## src/rtl/event_sequencer_if.sv

```systemverilog
// Write-side bus of the event sequencer: a host offers timestamped events
// (delay, channel mask, packed values) with a valid/ready handshake.
interface event_sequencer_if #(
    parameter int unsigned NUM_INPUTS = 1,
    parameter int unsigned DATA_W     = 64,
    parameter int unsigned DELAY_W    = 32
);
    logic                         wr_valid;
    logic                         wr_ready;
    logic [DELAY_W-1:0]           wr_delay;
    logic [NUM_INPUTS-1:0]        wr_mask;
    logic [NUM_INPUTS*DATA_W-1:0] wr_data;

    modport master (
        output wr_valid,
        output wr_delay,
        output wr_mask,
        output wr_data,
        input  wr_ready
    );

    modport slave (
        input  wr_valid,
        input  wr_delay,
        input  wr_mask,
        input  wr_data,
        output wr_ready
    );
endinterface

```

## src/rtl/event_sequencer.sv

```systemverilog
// Input-event player for the RTLola monitor: queues (delay, mask, values) events in a
// FIFO and replays each as a single-cycle new_input strobe with matching input_flat data.
// Optional feature: define EVSEQ_ABS_TIME_EN to treat wr_delay as an absolute timestamp
// against a free-running counter, adding the now/late outputs.
module event_sequencer #(
    parameter int unsigned NUM_INPUTS = 1,
    parameter int unsigned DATA_W     = 64,
    parameter int unsigned DELAY_W    = 32,
    parameter int unsigned DEPTH      = 8
) (
    input  logic                         clk,
    input  logic                         rst,
    input  logic                         en,
    event_sequencer_if.slave             wr,
    output logic [NUM_INPUTS*DATA_W-1:0] input_flat,
    output logic [NUM_INPUTS-1:0]        new_input,
    output logic                         busy,
    output logic [$clog2(DEPTH):0]       fill_level,
    output logic [DELAY_W-1:0]           event_count
`ifdef EVSEQ_ABS_TIME_EN
    ,
    output logic [DELAY_W-1:0]           now,
    output logic                         late
`endif
);

    localparam int unsigned AW = $clog2(DEPTH);
    localparam int unsigned CW = AW + 1;

    typedef enum logic [1:0] {StIdle, StWait, StFire} state_e;

    // FIFO storage and bookkeeping
    logic [DELAY_W-1:0]           mem_delay [DEPTH];
    logic [NUM_INPUTS-1:0]        mem_mask  [DEPTH];
    logic [NUM_INPUTS*DATA_W-1:0] mem_data  [DEPTH];
    logic [AW-1:0]                wr_ptr_q, rd_ptr_q;
    logic [CW-1:0]                count_q, count_d;
    logic                         full, empty, push, pop;

    // Current event and FSM state
    state_e                       state_q, state_d;
    logic [DELAY_W-1:0]           cnt_q, cnt_d;
    logic [NUM_INPUTS-1:0]        mask_q, mask_d;
    logic [NUM_INPUTS*DATA_W-1:0] data_q, data_d;
    logic [DELAY_W-1:0]           event_count_q;
    logic                         fire_out;
    logic                         load;

`ifdef EVSEQ_ABS_TIME_EN
    logic [DELAY_W-1:0]           now_q;
    logic                         late_q, late_d;
`endif

    assign full  = (count_q == CW'(DEPTH));
    assign empty = (count_q == '0);
    // Ready comes from the registered occupancy only, so a pop never frees a slot same-cycle
    assign wr.wr_ready = ~full;
    assign push        = wr.wr_valid & ~full;

    // Event storage; contents are don't-care until written, so no reset
    always_ff @(posedge clk) begin
        if (push) begin
            mem_delay[wr_ptr_q] <= wr.wr_delay;
            mem_mask[wr_ptr_q]  <= wr.wr_mask;
            mem_data[wr_ptr_q]  <= wr.wr_data;
        end
    end

    // Occupancy next-state
    always_comb begin
        count_d = count_q;
        if (push && !pop) begin
            count_d = count_q + CW'(1);
        end else if (!push && pop) begin
            count_d = count_q - CW'(1);
        end
    end

    // FIFO pointers and occupancy
    always_ff @(posedge clk) begin
        if (!rst) begin
            wr_ptr_q <= '0;
            rd_ptr_q <= '0;
            count_q  <= '0;
        end else begin
            if (push) wr_ptr_q <= wr_ptr_q + AW'(1);
            if (pop)  rd_ptr_q <= rd_ptr_q + AW'(1);
            count_q <= count_d;
        end
    end

    // Outputs only toggle while actually firing; en==0 masks a held FIRE
    assign fire_out = (state_q == StFire) && en;

    // FSM next-state: pop/load from IDLE or back-to-back from FIRE, count down in WAIT
    always_comb begin
        state_d = state_q;
        cnt_d   = cnt_q;
        mask_d  = mask_q;
        data_d  = data_q;
        pop     = 1'b0;
        load    = 1'b0;
`ifdef EVSEQ_ABS_TIME_EN
        late_d  = late_q;
`endif
        if (en) begin
            unique case (state_q)
                StIdle: begin
                    load = ~empty;
                end
                StWait: begin
`ifdef EVSEQ_ABS_TIME_EN
                    // Leave one cycle early so FIRE coincides with now==stamp
                    if (now_q == cnt_q - DELAY_W'(1)) state_d = StFire;
`else
                    cnt_d = cnt_q - DELAY_W'(1);
                    if (cnt_q == DELAY_W'(1)) state_d = StFire;
`endif
                end
                StFire: begin
                    load = ~empty;
                    if (empty) state_d = StIdle;
                end
                default: state_d = StIdle;
            endcase
        end
        if (load) begin
            pop    = 1'b1;
            cnt_d  = mem_delay[rd_ptr_q];
            mask_d = mem_mask[rd_ptr_q];
            data_d = mem_data[rd_ptr_q];
`ifdef EVSEQ_ABS_TIME_EN
            // Stamps at or before now+1 fire next cycle; strictly past stamps are late
            if ({1'b0, mem_delay[rd_ptr_q]} <= ({1'b0, now_q} + (DELAY_W+1)'(1))) begin
                state_d = StFire;
            end else begin
                state_d = StWait;
            end
            if (mem_delay[rd_ptr_q] <= now_q) late_d = 1'b1;
`else
            state_d = (mem_delay[rd_ptr_q] == '0) ? StFire : StWait;
`endif
        end
    end

    // FSM, current-event and counter registers
    always_ff @(posedge clk) begin
        if (!rst) begin
            state_q       <= StIdle;
            cnt_q         <= '0;
            mask_q        <= '0;
            data_q        <= '0;
            event_count_q <= '0;
        end else begin
            state_q <= state_d;
            cnt_q   <= cnt_d;
            mask_q  <= mask_d;
            data_q  <= data_d;
            if (fire_out && !(&event_count_q)) begin
                event_count_q <= event_count_q + DELAY_W'(1);
            end
        end
    end

`ifdef EVSEQ_ABS_TIME_EN
    // Free-running time base and sticky late flag
    always_ff @(posedge clk) begin
        if (!rst) begin
            now_q  <= '0;
            late_q <= 1'b0;
        end else begin
            if (en) now_q <= now_q + DELAY_W'(1);
            late_q <= late_d;
        end
    end

    assign now  = now_q;
    assign late = late_q;
`endif

    // Per-channel output data: masked channels carry the value, others read 0
    always_comb begin
        input_flat = '0;
        for (int i = 0; i < int'(NUM_INPUTS); i++) begin
            if (fire_out && mask_q[i]) begin
                input_flat[i*DATA_W +: DATA_W] = data_q[i*DATA_W +: DATA_W];
            end
        end
    end

    assign new_input   = fire_out ? mask_q : '0;
    assign busy        = (state_q != StIdle) || !empty;
    assign fill_level  = count_q;
    assign event_count = event_count_q;

endmodule
```

## src/flat_wrapper.sv

```systemverilog
// flat-port wrapper written by rule: the top's interface ports become plain ports
module event_sequencer_flat 
#(
    parameter int unsigned NUM_INPUTS = 1,
    parameter int unsigned DATA_W     = 64,
    parameter int unsigned DELAY_W    = 32,
    parameter int unsigned DEPTH      = 8
)
  (clk, rst, en, input_flat, new_input, busy, fill_level, event_count, wr_wr_valid, wr_wr_delay, wr_wr_mask, wr_wr_data, wr_wr_ready);
  event_sequencer_if #(.NUM_INPUTS(NUM_INPUTS), .DATA_W(DATA_W), .DELAY_W(DELAY_W)) wr_i ();
  input  logic clk;
  input  logic rst;
  input  logic en;
  output logic [NUM_INPUTS*DATA_W-1:0] input_flat;
  output logic [NUM_INPUTS-1:0] new_input;
  output logic busy;
  output logic [$clog2(DEPTH):0] fill_level;
  output logic [DELAY_W-1:0] event_count;
  input wire logic [$bits(wr_i.wr_valid)-1:0] wr_wr_valid;
  input wire logic [$bits(wr_i.wr_delay)-1:0] wr_wr_delay;
  input wire logic [$bits(wr_i.wr_mask)-1:0] wr_wr_mask;
  input wire logic [$bits(wr_i.wr_data)-1:0] wr_wr_data;
  output wire logic [$bits(wr_i.wr_ready)-1:0] wr_wr_ready;
  assign wr_i.wr_valid = wr_wr_valid;
  assign wr_i.wr_delay = wr_wr_delay;
  assign wr_i.wr_mask = wr_wr_mask;
  assign wr_i.wr_data = wr_wr_data;
  assign wr_wr_ready = wr_i.wr_ready;
  event_sequencer #(.NUM_INPUTS(NUM_INPUTS), .DATA_W(DATA_W), .DELAY_W(DELAY_W), .DEPTH(DEPTH)) u_core (.clk(clk), .rst(rst), .en(en), .wr(wr_i), .input_flat(input_flat), .new_input(new_input), .busy(busy), .fill_level(fill_level), .event_count(event_count));
endmodule
```

## config.mk

```make
export PLATFORM = sky130hd
export DESIGN_NAME = event_sequencer_flat
export DESIGN_NICKNAME = d
export VERILOG_FILES = /design/src/rtl/event_sequencer_if.sv /design/src/rtl/event_sequencer.sv /design/src/flat_wrapper.sv
export SDC_FILE = /design/constraint.sdc
export NUM_CORES = 1
export LEC_CHECK = 0
export CORE_MARGIN = 2
export CORE_UTILIZATION = 35
export DETAILED_ROUTE_END_ITERATION = 6
export GPL_TIMING_DRIVEN = 0
export PLACE_DENSITY = 0.55
export SKIP_LAST_GASP = 1
export SYNTH_ARGS = -nofsm -noshare
export SYNTH_HDL_FRONTEND = slang
export SYNTH_SLANG_ARGS = --single-unit
```

## constraint.sdc

```tcl
create_clock -name clk -period 15.81 [get_ports clk]
set_clock_uncertainty 0.05 [all_clocks]
set_input_delay 2.3715 -clock clk [delete_from_list [all_inputs] [get_ports clk]]
set_output_delay 2.3715 -clock clk [all_outputs]
set_load 0.03 [all_outputs]
```

==> results by group <==
Status
  – Result of the run: finished clean

Global route
  – Overall routing resource usage: a little under a fifth
  – Grt ovf: 0
  – Initial antenna violation count: 11
  – First-pass GRT wire length: between 100000 and 150000 µm
  – Largest net degree at the start of global routing: 24
  – Vias in the first global route: 21508

CTS
  – TritonCTS clock tree: done
  – H-Tree Depth: 3
  – Cells resized by post-CTS repair: 0
  – Max Root-Sink Buffers: 3
  – Quantity of hold-fixing buffers added after cts: 0
  – Clock Pin Slew Worst Setup and Hold Paths: 0.06 ns
  – Clock latency of the later-clocked register in the worst-skew pair: ~0.67 ns
  – Count of clock tree sinks: 920
  – Number of buffers created by CTS: 96
  – Buffer type at the clock tree root: sky130_fd_sc_hd__clkbuf_16
  – Buffers inserted by post-CTS timing repair: 0

Routing
  – Drt total wl: approximately 99000 µm
  – Number of design rule violations left after detail routing: 0
  – Count of nets left with antenna violations after detail routing: 0
  – DR iter-0 viols: ~1900
  – Routed length per instance: 25.12 µm
  – Vias per Instance: 5.250
  – Detailed-router iteration count before antenna repair: 7
  – Total via count after detailed routing: 20652

Critical path
  – Largest driver fanout on the critical path: 10
  – Type of destination of the critical path: output pin
  – Category of the most critical setup path: in -> out
  – CP dominant cell by count: sky130_fd_sc_hd__clkbuf_1
  – Data arrival time of the critical path: between 5 and 6 ns
  – Largest stage delay on the critical path: between 0.7 and 0.8 ns
  – Count of cells along the worst register-to-register path: 13
  – Top cell family by delay on the critical path: buffers and inverters
  – Data required time at the worst endpoint: roughly 13 ns
  – Internal reg-to-reg setup slack: around 12 ns
  – Worst path bufs/invs: 5
  – Highest-delay cell along the critical path: sky130_fd_sc_hd__clkdlybuf4s50_1
  – Critical Path Start Type: primary input
  – Worst reg2reg path startpoint: u_core.fill_level[0]
  – Capture instance of the worst register-to-register path: u_core.fill_level[3]
  – Cell breakdown of the critical path: clkbuf_1 > and3b_1 > buf_2 > clkbuf_1 > clkbuf_1 > and3_1 > clkdlybuf4s50_1

Synthesis
  – Library cell with the largest summed area after synthesis: sky130_fd_sc_hd__edfxtp_1
  – Share of the yosys chip area belonging to registers: a little over 70%
  – Synth area leaders: sky130_fd_sc_hd__edfxtp_1 64%, sky130_fd_sc_hd__mux4_2 10%, sky130_fd_sc_hd__dfxtp_1 8.0%
  – Yosys warning total: 0
  – Gate count of the mapped netlist: roughly 2100
  – Total nets after synthesis: about 2200
  – Fraction of registers with async set or reset after synthesis: 0%
  – Number of unique standard cell types used by synthesis: 74
  – Number of enable flip-flop cells after synthesis: slightly below 800
  – Number of storage elements in the synthesis netlist: 920
  – Area fraction of the dominant cell type after synthesis: between 60% and 70%
  – Flip-flop cell with the highest count after synthesis: sky130_fd_sc_hd__edfxtp_1
  – Synthesized area: 36150 µm²
  – Syn Area/Cell: about 17 µm²

Min path
  – Hold/Removal Path Class: reg -> reg
  – Worst-case hold path end point: u_core.data_q[2]
  – Worst Hold Depth: 2
  – Min-delay src: u_core.data_q[2]

Power
  – Worst supply voltage drop on vdd: between 0.08 and 0.09 mV
  – Power density over the cells: between 150 and 200 nW/µm²
  – Leakage dissipation: ~14 nW

Place
  – Placement-stage cell area: between 40000 and 50000 µm²
  – Weighted congestion reported at the end of routability-driven placement: 0.8387
  – Cells after DPL: approximately 3800
  – Total of buffers placed on input and output ports: 202
  – Post-DP HPWL: 69660 µm

Layout
  – Net count of the finished layout: around 2600
  – Fill count: just over 9000
  – Final cell count without fillers: 3934
  – Area occupied by multi-input gates: 9398 µm²
  – Proportion of layout cells with a drive suffix above 1: between 10% and 20%
  – Footprint of the flip-flops and latches: about 26000 µm²
  – Final std cell area, no fill: roughly 44000 µm²
  – Growth of design area from synthesis to finish: 22.30%
  – Final Util: ~43%
  – Top library cells by usage in the layout, fill and taps aside: 776 x sky130_fd_sc_hd__edfxtp_1, 202 x sky130_fd_sc_hd__clkdlybuf4s50_1, 161 x sky130_fd_sc_hd__mux4_2, 145 x sky130_fd_sc_hd__nor2_1, 144 x sky130_fd_sc_hd__dfxtp_1
  – Most common library cell in the layout ignoring fill and taps: sky130_fd_sc_hd__edfxtp_1

Timing
  – Achievable clock frequency: between 0.1 and 0.15 GHz
  – Unrepaired setup endpoints after global routing: no
  – Minimum clock period after layout: between 7 and 8 ns
  – Number of pins with negative max-slew slack in the final report: 0
  – Final cycle utilization of the critical path: between 40% and 50%
  – Worst Tran Pin Value: 1.130 ns
  – Worst max-slew margin expressed relative to the limit: ~25%
  – Setup violators final: 0
  – Fin. Hold Viols: 0

Floorplanning
  – I/O pin total: approximately 200
  – Chip height: 325.4 µm
  – Total Die Area: roughly 110000 µm²
  – Placeable core region: slightly above 100000 µm²
  – Overall die width: 325.4 µm
  – Number of placement rows: 117
  – Initial core utilization: 35.38%

Flow run
  – Max-Cap Viols: 0
==> state kept, by name, summed over array words and instances, names as in the netlist, named ones only <==
signal / flops
u_core.fill_level: 4
u_core.cnt_q: 32
u_core.wr_ptr_q: 3
u_core.mask_q: 1
u_core.mem_delay: 256
u_core.rd_ptr_q: 3
u_core.mem_mask: 8
u_core.event_count: 32
u_core.mem_data: 512
u_core.state_q: 2
u_core.data_q: 64
==> worst max-delay path by stage <==
stage / from / to / slack (ns) / depth (start not counted)
2_1_floorplan: wr_wr_valid / u_core.mem_data[4][0] / 2.51 / 2
5_1_grt: en / input_flat[47] / 7.91 / 7
3_5_place_dp: en / input_flat[49] / 8.09 / 7
6_report: en / input_flat[51] / 8.06 / 7
3_3_place_gp: wr_wr_valid / u_core.mem_data[4][26] / -10.17 / 3
4_1_cts: en / input_flat[49] / 8.07 / 7
==> layer usage <==
layer  track usage (%)  vias to the layer above  routed length (µm)
met5                 0                        -                 153
met1             25.06                    10767               42950
met3             3.531                      135                5639
li1                  -                     9166                   -
met4             4.718                       22                1716
met2             30.83                      562               48350
==> synth_stat cells, drive strengths merged, types with 3 or more instances <==
library cell and number:
o21a 4, or4 10, nor3 32, a21oi 55, or2 7, a211oi 70, a21o 3, o21ai 28
a22oi 34, o22ai 11, ha 8, nor2 146, nand2b 4, nor4b 5, nand3 18, edfxtp 776
and2 4, o31ai 3, nor3b 9, or3 12, a31o 3, nor4 17, xnor2 19, nand4 20
nor2b 6, clkbuf 81, buf 50, and3 70, xor2 12, mux2 18, mux4 161, o221a 7
inv 12, a31oi 11, nand2 46, mux2i 128, and4 4, dfxtp 144
==> layout make-up <==
cell class,count,area share [%]
Antenna cell,3,0.01698
Buffer,131,1.282
Clock buffer,122,5.841
Clock inverter,56,1.223
Inverter,12,0.1019
Multi-Input combinational cell,1011,21.26
Sequential cell,920,59.23
Tap cell,1368,3.872
Timing Repair Buffer,311,7.177
==> metrics by stage <==
step	hold slack [ns]	setup TNS (ns)	setup WS, ns	total power [mW]
floorplan	0.4072	0	2.509	4.050
global placement	0.4267	-3505.62	-10.17	4.619
detailed placement	0.4371	0	8.089	4.617
CTS	0.4462	0	8.074	6.868
global route	0.4704	0	7.914	7.113
finish	0.4442	0	8.059	6.812
==> worst min-delay path: stages, from the launching register on <==
cell	delay, ns
sky130_fd_sc_hd__dfxtp_1	0.30
sky130_fd_sc_hd__nor2_1	0.09
sky130_fd_sc_hd__a211oi_1	0.05
==> power by group <==
part / internal, mW / switching [mW] / total, mW / leakage, nW
logic: 0.616 / 0.965 / 1.58 / 4.34
registers: 2.87 / 0.112 / 2.98 / 8.22
clock network: 1.32 / 0.930 / 2.25 / 1.53
total: 4.81 / 2.01 / 6.81 / 14.1
==> kinds of logic after synthesis <==
| kind of cell | count (synthesis) | synth area share [%] |
|---|---|---|
| flip-flops | 920 | 72.44 |
| AND/OR/NAND/NOR | 415 | 5.988 |
| multiplexers | 307 | 14.14 |
| AO/OA/AOI/OAI | 249 | 4.666 |
| buffers and inverters | 143 | 1.692 |
| XOR/XNOR | 31 | 0.7511 |
| adder cells (fa/ha/maj) | 9 | 0.3323 |
Note: power is estimated with default switching activity, not from simulation.
